--- config.mk ---
export PLATFORM = sky130hd
export DESIGN_NAME = tff_write_sequencer_flat
export DESIGN_NICKNAME = d
export VERILOG_FILES = /design/src/rtl/tff_seq_pkg.sv /design/src/rtl/tff_write_sequencer_if.sv /design/src/rtl/tff_cell.sv /design/src/rtl/tff_write_sequencer.sv /design/src/flat_wrapper.sv
export SDC_FILE = /design/constraint.sdc
export NUM_CORES = 1
export LEC_CHECK = 0
export BUFFER_PORTS_ARGS = -buffer_cell sky130_fd_sc_hd__clkbuf_2
export CORE_MARGIN = 2
export CORE_UTILIZATION = 57
export DETAILED_ROUTE_END_ITERATION = 8
export PLACE_DENSITY_LB_ADDON = 0.2
export SLEW_MARGIN = 5
export SYNTH_ARGS = -nofsm -noshare
export SYNTH_HDL_FRONTEND = slang
export SYNTH_SLANG_ARGS = --single-unit
export TNS_END_PERCENT = 20
--- constraint.sdc ---
create_clock -name clk -period 5.6 [get_ports clk]
set_input_delay 0.28 -clock clk [delete_from_list [all_inputs] [get_ports clk]]
set_output_delay 0.28 -clock clk [all_outputs]
set_load 0.02 [all_outputs]
--- src/rtl/tff_seq_pkg.sv ---
// Shared types and helpers for the T-flip-flop write sequencer.
package tff_seq_pkg;

  typedef enum logic [1:0] {
    IDLE   = 2'd0,
    TOGGLE = 2'd1,
    DONE   = 2'd2
  } seq_state_e;

  // Round-robin pointer value after reset: requester 0 has top priority.
  localparam int unsigned RR_INIT = 32'd0;

  // Counts set bits; callers zero-extend narrower vectors to 64 bits.
  function automatic logic [6:0] popcount(input logic [63:0] vec);
    logic [6:0] acc;
    acc = 7'd0;
    for (int i = 0; i < 64; i++) begin
      acc = acc + {6'd0, vec[i]};
    end
    return acc;
  endfunction

endpackage

--- src/rtl/tff_write_sequencer_if.sv ---
// Requester-side handshake bundle: per-requester valid, target data and ready pulse.
interface tff_write_sequencer_if #(
  parameter int WIDTH = 8,
  parameter int NREQ  = 2
);
  logic [NREQ-1:0]       req_valid;
  logic [NREQ*WIDTH-1:0] req_data;
  logic [NREQ-1:0]       req_ready;

  modport master (output req_valid, output req_data, input req_ready);
  modport slave  (input req_valid, input req_data, output req_ready);
endinterface

--- src/rtl/tff_cell.sv ---
// Single T flip-flop: q inverts on every rising edge where t is high.
module tff_cell (
  input  logic clk,
  input  logic rst_n,
  input  logic t,
  output logic q
);
  logic q_r;

  // Toggle storage with asynchronous clear.
  always_ff @(posedge clk or negedge rst_n) begin
    if (!rst_n) begin
      q_r <= 1'b0;
    end else if (t) begin
      q_r <= ~q_r;
    end
  end

  assign q = q_r;
endmodule

--- src/rtl/tff_write_sequencer.sv ---
// Round-robin write sequencer presenting a T-flip-flop register as a plain writable register.
// Build option TFF_SEQ_PARALLEL_EN: toggle all mismatching bits in one cycle instead of walking bit by bit.
module tff_write_sequencer
  import tff_seq_pkg::*;
#(
  parameter int WIDTH = 8,
  parameter int NREQ  = 2,
  localparam int GW = (NREQ > 1) ? $clog2(NREQ) : 1,
  localparam int CW = $clog2(WIDTH + 1)
) (
  input  logic                 clk,
  input  logic                 reset,
  tff_write_sequencer_if.slave req_if,
  output logic [WIDTH-1:0]     q,
  output logic                 busy,
  output logic [GW-1:0]        grant_id,
  output logic [CW-1:0]        toggle_cnt
);

  localparam logic [GW:0] NREQ_W = (GW + 1)'(NREQ);

  seq_state_e       state_r;
  seq_state_e       state_nxt_s;
  logic [GW-1:0]    ptr_r;
  logic [GW-1:0]    grant_r;
  logic [GW-1:0]    off_s;
  logic [GW-1:0]    pick_s;
  logic [GW-1:0]    ptr_nxt_s;
  logic [2*NREQ-1:0] rot_s;
  logic             any_s;
  logic [WIDTH-1:0] target_r;
  logic [WIDTH-1:0] sel_data_s;
  logic [WIDTH-1:0] diff_s;
  logic [WIDTH-1:0] t_s;
  logic [CW-1:0]    cnt_r;
  logic [CW-1:0]    cnt_nxt_s;
  logic [CW-1:0]    toggle_cnt_r;
  logic             last_s;

  function automatic logic [GW-1:0] wrap_add(input logic [GW-1:0] a, input logic [GW-1:0] b);
    logic [GW:0] sum;
    sum = {1'b0, a} + {1'b0, b};
    sum = (sum >= NREQ_W) ? (sum - NREQ_W) : sum;
    return sum[GW-1:0];
  endfunction

  // Round-robin pick: rotate valids so the pointer lands at bit 0, take the lowest set bit.
  always_comb begin
    any_s = |req_if.req_valid;
    rot_s = {req_if.req_valid, req_if.req_valid} >> ptr_r;
    off_s = '0;
    for (int j = NREQ - 1; j >= 0; j--) begin
      off_s = rot_s[j] ? GW'(j) : off_s;
    end
    pick_s    = wrap_add(ptr_r, off_s);
    ptr_nxt_s = wrap_add(pick_s, GW'(1));
  end

  // Target value of the requester being picked.
  always_comb begin
    sel_data_s = '0;
    for (int i = 0; i < NREQ; i++) begin
      sel_data_s = (pick_s == GW'(i)) ? req_if.req_data[i*WIDTH +: WIDTH] : sel_data_s;
    end
  end

  assign diff_s = target_r ^ q;

`ifdef TFF_SEQ_PARALLEL_EN
  // One-shot toggle of every mismatching bit.
  always_comb begin
    t_s       = (state_r == TOGGLE) ? diff_s : '0;
    cnt_nxt_s = CW'(popcount(64'(diff_s)));
    last_s    = 1'b1;
  end
`else
  localparam int IW = (WIDTH > 1) ? $clog2(WIDTH) : 1;
  logic [IW-1:0] idx_r;

  // Serial walk: only bit idx may toggle in a given cycle.
  always_comb begin
    t_s = '0;
    for (int i = 0; i < WIDTH; i++) begin
      t_s[i] = (state_r == TOGGLE) && (idx_r == IW'(i)) && diff_s[i];
    end
    cnt_nxt_s = cnt_r + CW'(|t_s);
    last_s    = (idx_r == IW'(WIDTH - 1));
  end

  // Bit index of the walk, restarted whenever the FSM is idle.
  always_ff @(posedge clk or negedge reset) begin
    if (!reset) begin
      idx_r <= '0;
    end else if (state_r == IDLE) begin
      idx_r <= '0;
    end else if (state_r == TOGGLE) begin
      idx_r <= idx_r + IW'(1);
    end
  end
`endif

  // FSM state register.
  always_ff @(posedge clk or negedge reset) begin
    if (!reset) begin
      state_r <= IDLE;
    end else begin
      state_r <= state_nxt_s;
    end
  end

  // FSM next-state decode.
  always_comb begin
    state_nxt_s = state_r;
    case (state_r)
      IDLE:    state_nxt_s = any_s ? TOGGLE : IDLE;
      TOGGLE:  state_nxt_s = last_s ? DONE : TOGGLE;
      DONE:    state_nxt_s = IDLE;
      default: state_nxt_s = IDLE;
    endcase
  end

  // Grant, target latch, running count and published count.
  always_ff @(posedge clk or negedge reset) begin
    if (!reset) begin
      ptr_r        <= GW'(RR_INIT);
      grant_r      <= '0;
      target_r     <= '0;
      cnt_r        <= '0;
      toggle_cnt_r <= '0;
    end else begin
      case (state_r)
        IDLE: begin
          if (any_s) begin
            grant_r  <= pick_s;
            ptr_r    <= ptr_nxt_s;
            target_r <= sel_data_s;
            cnt_r    <= '0;
          end
        end
        TOGGLE:  cnt_r <= cnt_nxt_s;
        DONE:    toggle_cnt_r <= cnt_r;
        default: cnt_r <= cnt_r;
      endcase
    end
  end

  // Status decoded straight from the state so ready lasts exactly the DONE cycle.
  always_comb begin
    busy             = (state_r != IDLE);
    req_if.req_ready = '0;
    if (state_r == DONE) begin
      req_if.req_ready[grant_r] = 1'b1;
    end else begin
      req_if.req_ready = '0;
    end
  end

  assign grant_id   = grant_r;
  assign toggle_cnt = toggle_cnt_r;

  for (genvar g = 0; g < WIDTH; g++) begin : g_cell
    tff_cell u_cell (
      .clk   (clk),
      .rst_n (reset),
      .t     (t_s[g]),
      .q     (q[g])
    );
  end

endmodule
--- src/flat_wrapper.sv ---
// flat-port wrapper written by rule: the top's interface ports become plain ports
module tff_write_sequencer_flat import tff_seq_pkg::*;
#(
  parameter int WIDTH = 8,
  parameter int NREQ  = 2,
  localparam int GW = (NREQ > 1) ? $clog2(NREQ) : 1,
  localparam int CW = $clog2(WIDTH + 1)
)
  (clk, reset, q, busy, grant_id, toggle_cnt, req_if_req_valid, req_if_req_data, req_if_req_ready);
  tff_write_sequencer_if #(.WIDTH(WIDTH), .NREQ(NREQ)) req_if_i ();
  input  logic clk;
  input  logic reset;
  output logic [WIDTH-1:0] q;
  output logic busy;
  output logic [GW-1:0] grant_id;
  output logic [CW-1:0] toggle_cnt;
  input wire logic [$bits(req_if_i.req_valid)-1:0] req_if_req_valid;
  input wire logic [$bits(req_if_i.req_data)-1:0] req_if_req_data;
  output wire logic [$bits(req_if_i.req_ready)-1:0] req_if_req_ready;
  assign req_if_i.req_valid = req_if_req_valid;
  assign req_if_i.req_data = req_if_req_data;
  assign req_if_req_ready = req_if_i.req_ready;
  tff_write_sequencer #(.WIDTH(WIDTH), .NREQ(NREQ)) u_core (.clk(clk), .reset(reset), .req_if(req_if_i), .q(q), .busy(busy), .grant_id(grant_id), .toggle_cnt(toggle_cnt));
endmodule
==> results.md <==
- Status: finished clean
- Max cap viols: 0
- Syn Std Cell Area: 1655 sq um
- Setup tns final: 0 ps
- Vias per Instance: approximately 5.4
- WP data required: slightly below 6000 ps
- Crit-path max FO: 5
- Post-route setup slack: 3392 ps
- Pleak: 0.8985 nW
- YS warnings: 0
- Fin crit period: about 2200 ps
- Fin. Hold Viols: 0
- Initial antenna violation count: 0
- Vias in the first global route: ~1100
- Hold Slack: 9.424 ps
- I/O Pins: 36
- Power Density: 587.7 nW/um^2
- #FFs+latches synth: 31
- Net count, final: 209
- Routed WL: a little under 3000 microns
- CP Cell Sequence: ha_1 > ha_1 > a22oi_1 > nand3_1 > o21a_1 > ha_1 > ha_1 > nand2_1 > xor2_1 > nor2_1
- Average wire per cell in the routed design: approximately 14 microns
- F_max: approximately 450 MHz
- WS Path Type: reg2reg
- Endpoint type of the worst setup path: flop
- Chip width: between 50 and 60 microns
- Syn_area_per_cell: ~11 sq um
- RSZ-0062 raised after global routing: false
- Syn Inst Count: around 150
- CTS buffer count: 5
- Worst slew pin tran: ~760 ps
- Slowest CP cell: dfrtp_1
- Root Driver: clkbuf_4
- Fin Clk Skew: around 3.5 ps
- P&R area growth vs syn: 10.51%
- # diodes: 0
- Fin. max-slew vios: 0
- Final core occ: 0.6633
- Slew margin rel.: 0.4955
- Sequential-to-total area share from yosys stat: 0.4686
- Clock Latency Late Sink: ~320 ps
- Die area: roughly 3400 sq um
- Post-route clock period utilization: 0.3944
- Core Region: about 2800 sq um
- Arr. time, crit path: 2410 ps
- Pin count of the biggest net entering global routing: 32
- Htree depth: 2
- Synthesized Nets: ~180
- HP Class: in2async
- Maximum clock path buffer count: 2
- Pre-antenna DRT Iters: 4
- Setup bufs post-CTS: 0
- Startpoint types: flop
- Crit path top cell by count: ha_1
- Post-cts resize count: 0
- Gr usage total: 0.1985
- Cts hold-fix bufs: 0
- Synth unique cells: 26
- Number of placement rows: 19
- Antenna-violating nets left: 0
- Post-DP HPWL: 2231 microns
- Vias: 1153
- Final Setup Violations: 0
- Die Ht: 57.89 microns
- Layout cells sized above 1: 0.3242
- GPL Wtd Cong: about 0.90
- PortBufs: 35
- TritonCTS clock tree: built
- DRC: 0
- Initial core utilization: 0.6003
- First-pass GRT wire length: 4933 microns
- Number of DRC markers in iteration 0: 26
- Grt total ovfl: 0
- Max VDD drop: 0.0003790 V
- Dpl ws: 3406 ps
- Slowest stage delay, CP: ~430 ps
- CTS clk-pin slew, worst paths: 90 ps
- CTS sink count: 31
power by group:
group | switching (mW) | internal (mW) | total, mW | leakage (nW)
clock network | 0.0738 | 0.0738 | 0.148 | 0.0386
logic | 0.271 | 0.222 | 0.492 | 0.499
registers | 0.103 | 0.332 | 0.435 | 0.361
per-stage QoR:
| step | power, mW | cell area [sq um] | std cells |
|---|---|---|---|
| 3_3_place_gp | 0.9071 | 1760 | 205 |
| 2_1_floorplan | 0.8491 | 1655 | 154 |
| 5_1_grt | 1.162 | 1829 | 213 |
| 6_report | 1.075 | 1829 | 213 |
| 3_5_place_dp | 0.9314 | 1760 | 205 |
| 4_1_cts | 1.084 | 1829 | 213 |
sequential cells by signal, summed over array words and instances, names as in the netlist:
signal / count
u_core.toggle_cnt: 4
u_core.state_r: 2
u_core.idx_r: 3
u_core.target_r: 8
u_core.grant_id: 1
u_core.cnt_r: 4
u_core.ptr_r: 1
u_core.g_cell.u_cell.q: 8
cells by family after synthesis:
| family | after synthesis | synth area share |
|---|---|---|
| adder cells (fa/ha/maj) | 9 | 0.06727 |
| buffers and inverters | 20 | 0.07709 |
| multiplexers | 20 | 0.1391 |
| AO/OA/AOI/OAI | 21 | 0.07257 |
| XOR/XNOR | 10 | 0.05291 |
| AND/OR/NAND/NOR | 43 | 0.1224 |
| flip-flops | 31 | 0.4686 |
per-layer routing:
metal,GRT usage,wire length [microns]
met1,0.2621,1365
met2,0.3052,1424
met3,0.06473,179
met4,0.07641,14
met5,0,0
critical path: cells and delay by family, from the launching register on:
family / cells / cell delay (ps)
flip-flops: 1 / 430
adder cells (fa/ha/maj): 4 / 870
XOR/XNOR: 1 / 160
AO/OA/AOI/OAI: 2 / 390
AND/OR/NAND/NOR: 3 / 220
final cells by class:
cell class	instances	area [sq um]
inverter	5	18.77
sequential	31	775.7
fill	224	928.4
tap	31	38.79
timing repair buffer	35	175.2
clock buffer	8	68.82
multi-input combinational	103	752.0
cells in the mapped netlist:
cell type  number  area share
a21oi_1         9       0.027
a221oi_1        2       0.011
a22oi_1         1      0.0045
and2_4          1      0.0053
buf_2           3      0.0091
buf_4           9       0.041
buf_6           2       0.014
clkbuf_1        1      0.0023
dfrtp_1        31        0.47
ha_1            8       0.060
inv_1           5       0.011
maj3_2          1      0.0068
mux2_2          8       0.054
mux2_4          4       0.036
mux2i_1         8       0.048
nand2_1        15       0.034
nand2b_1        2      0.0076
nand3_1         7       0.021
nor2_1         14       0.032
nor2_4          2       0.014
nor2b_1         1      0.0038
o21a_1          1      0.0045
o21ai_0         6       0.018
o22ai_1         2      0.0076
or2_4           1      0.0053
xor2_1         10       0.053
final timing paths:
kind | start | to | slack, ps | cells after the start
worst min register to register | u_core.toggle_cnt[3] | u_core.toggle_cnt[3] | 510 | 1
worst max-delay path | u_core.idx_r[0] | u_core.cnt_r[2] | 3390 | 10
max in group asynchronous | reset | u_core.target_r[1] | 5120 | 1
worst min-delay path | reset | u_core.toggle_cnt[2] | 9 | 1
worst max register to register | u_core.idx_r[0] | u_core.cnt_r[2] | 3390 | 10
min in group clk | req_if_req_data[6] | u_core.target_r[6] | 260 | 3
cells in the final DEF (no fill, tap or decap), drive strengths merged:
cell type  Yosys  routed
nand2         15      15
a221oi         2       2
o21ai          6       6
nand2b         2       2
clkbuf         1      43
nor2b          1       1
inv            5       5
mux2          12      12
or2            1       1
xor2          10      10
a21oi          9       9
maj3           1       1
nor2          16      16
mux2i          8       8
a22oi          1       1
nand3          7       7
and2           1       1
o21a           1       1
dfrtp         31      31
ha             8       8
o22ai          2       2
Power figures use the tool's default switching activity.
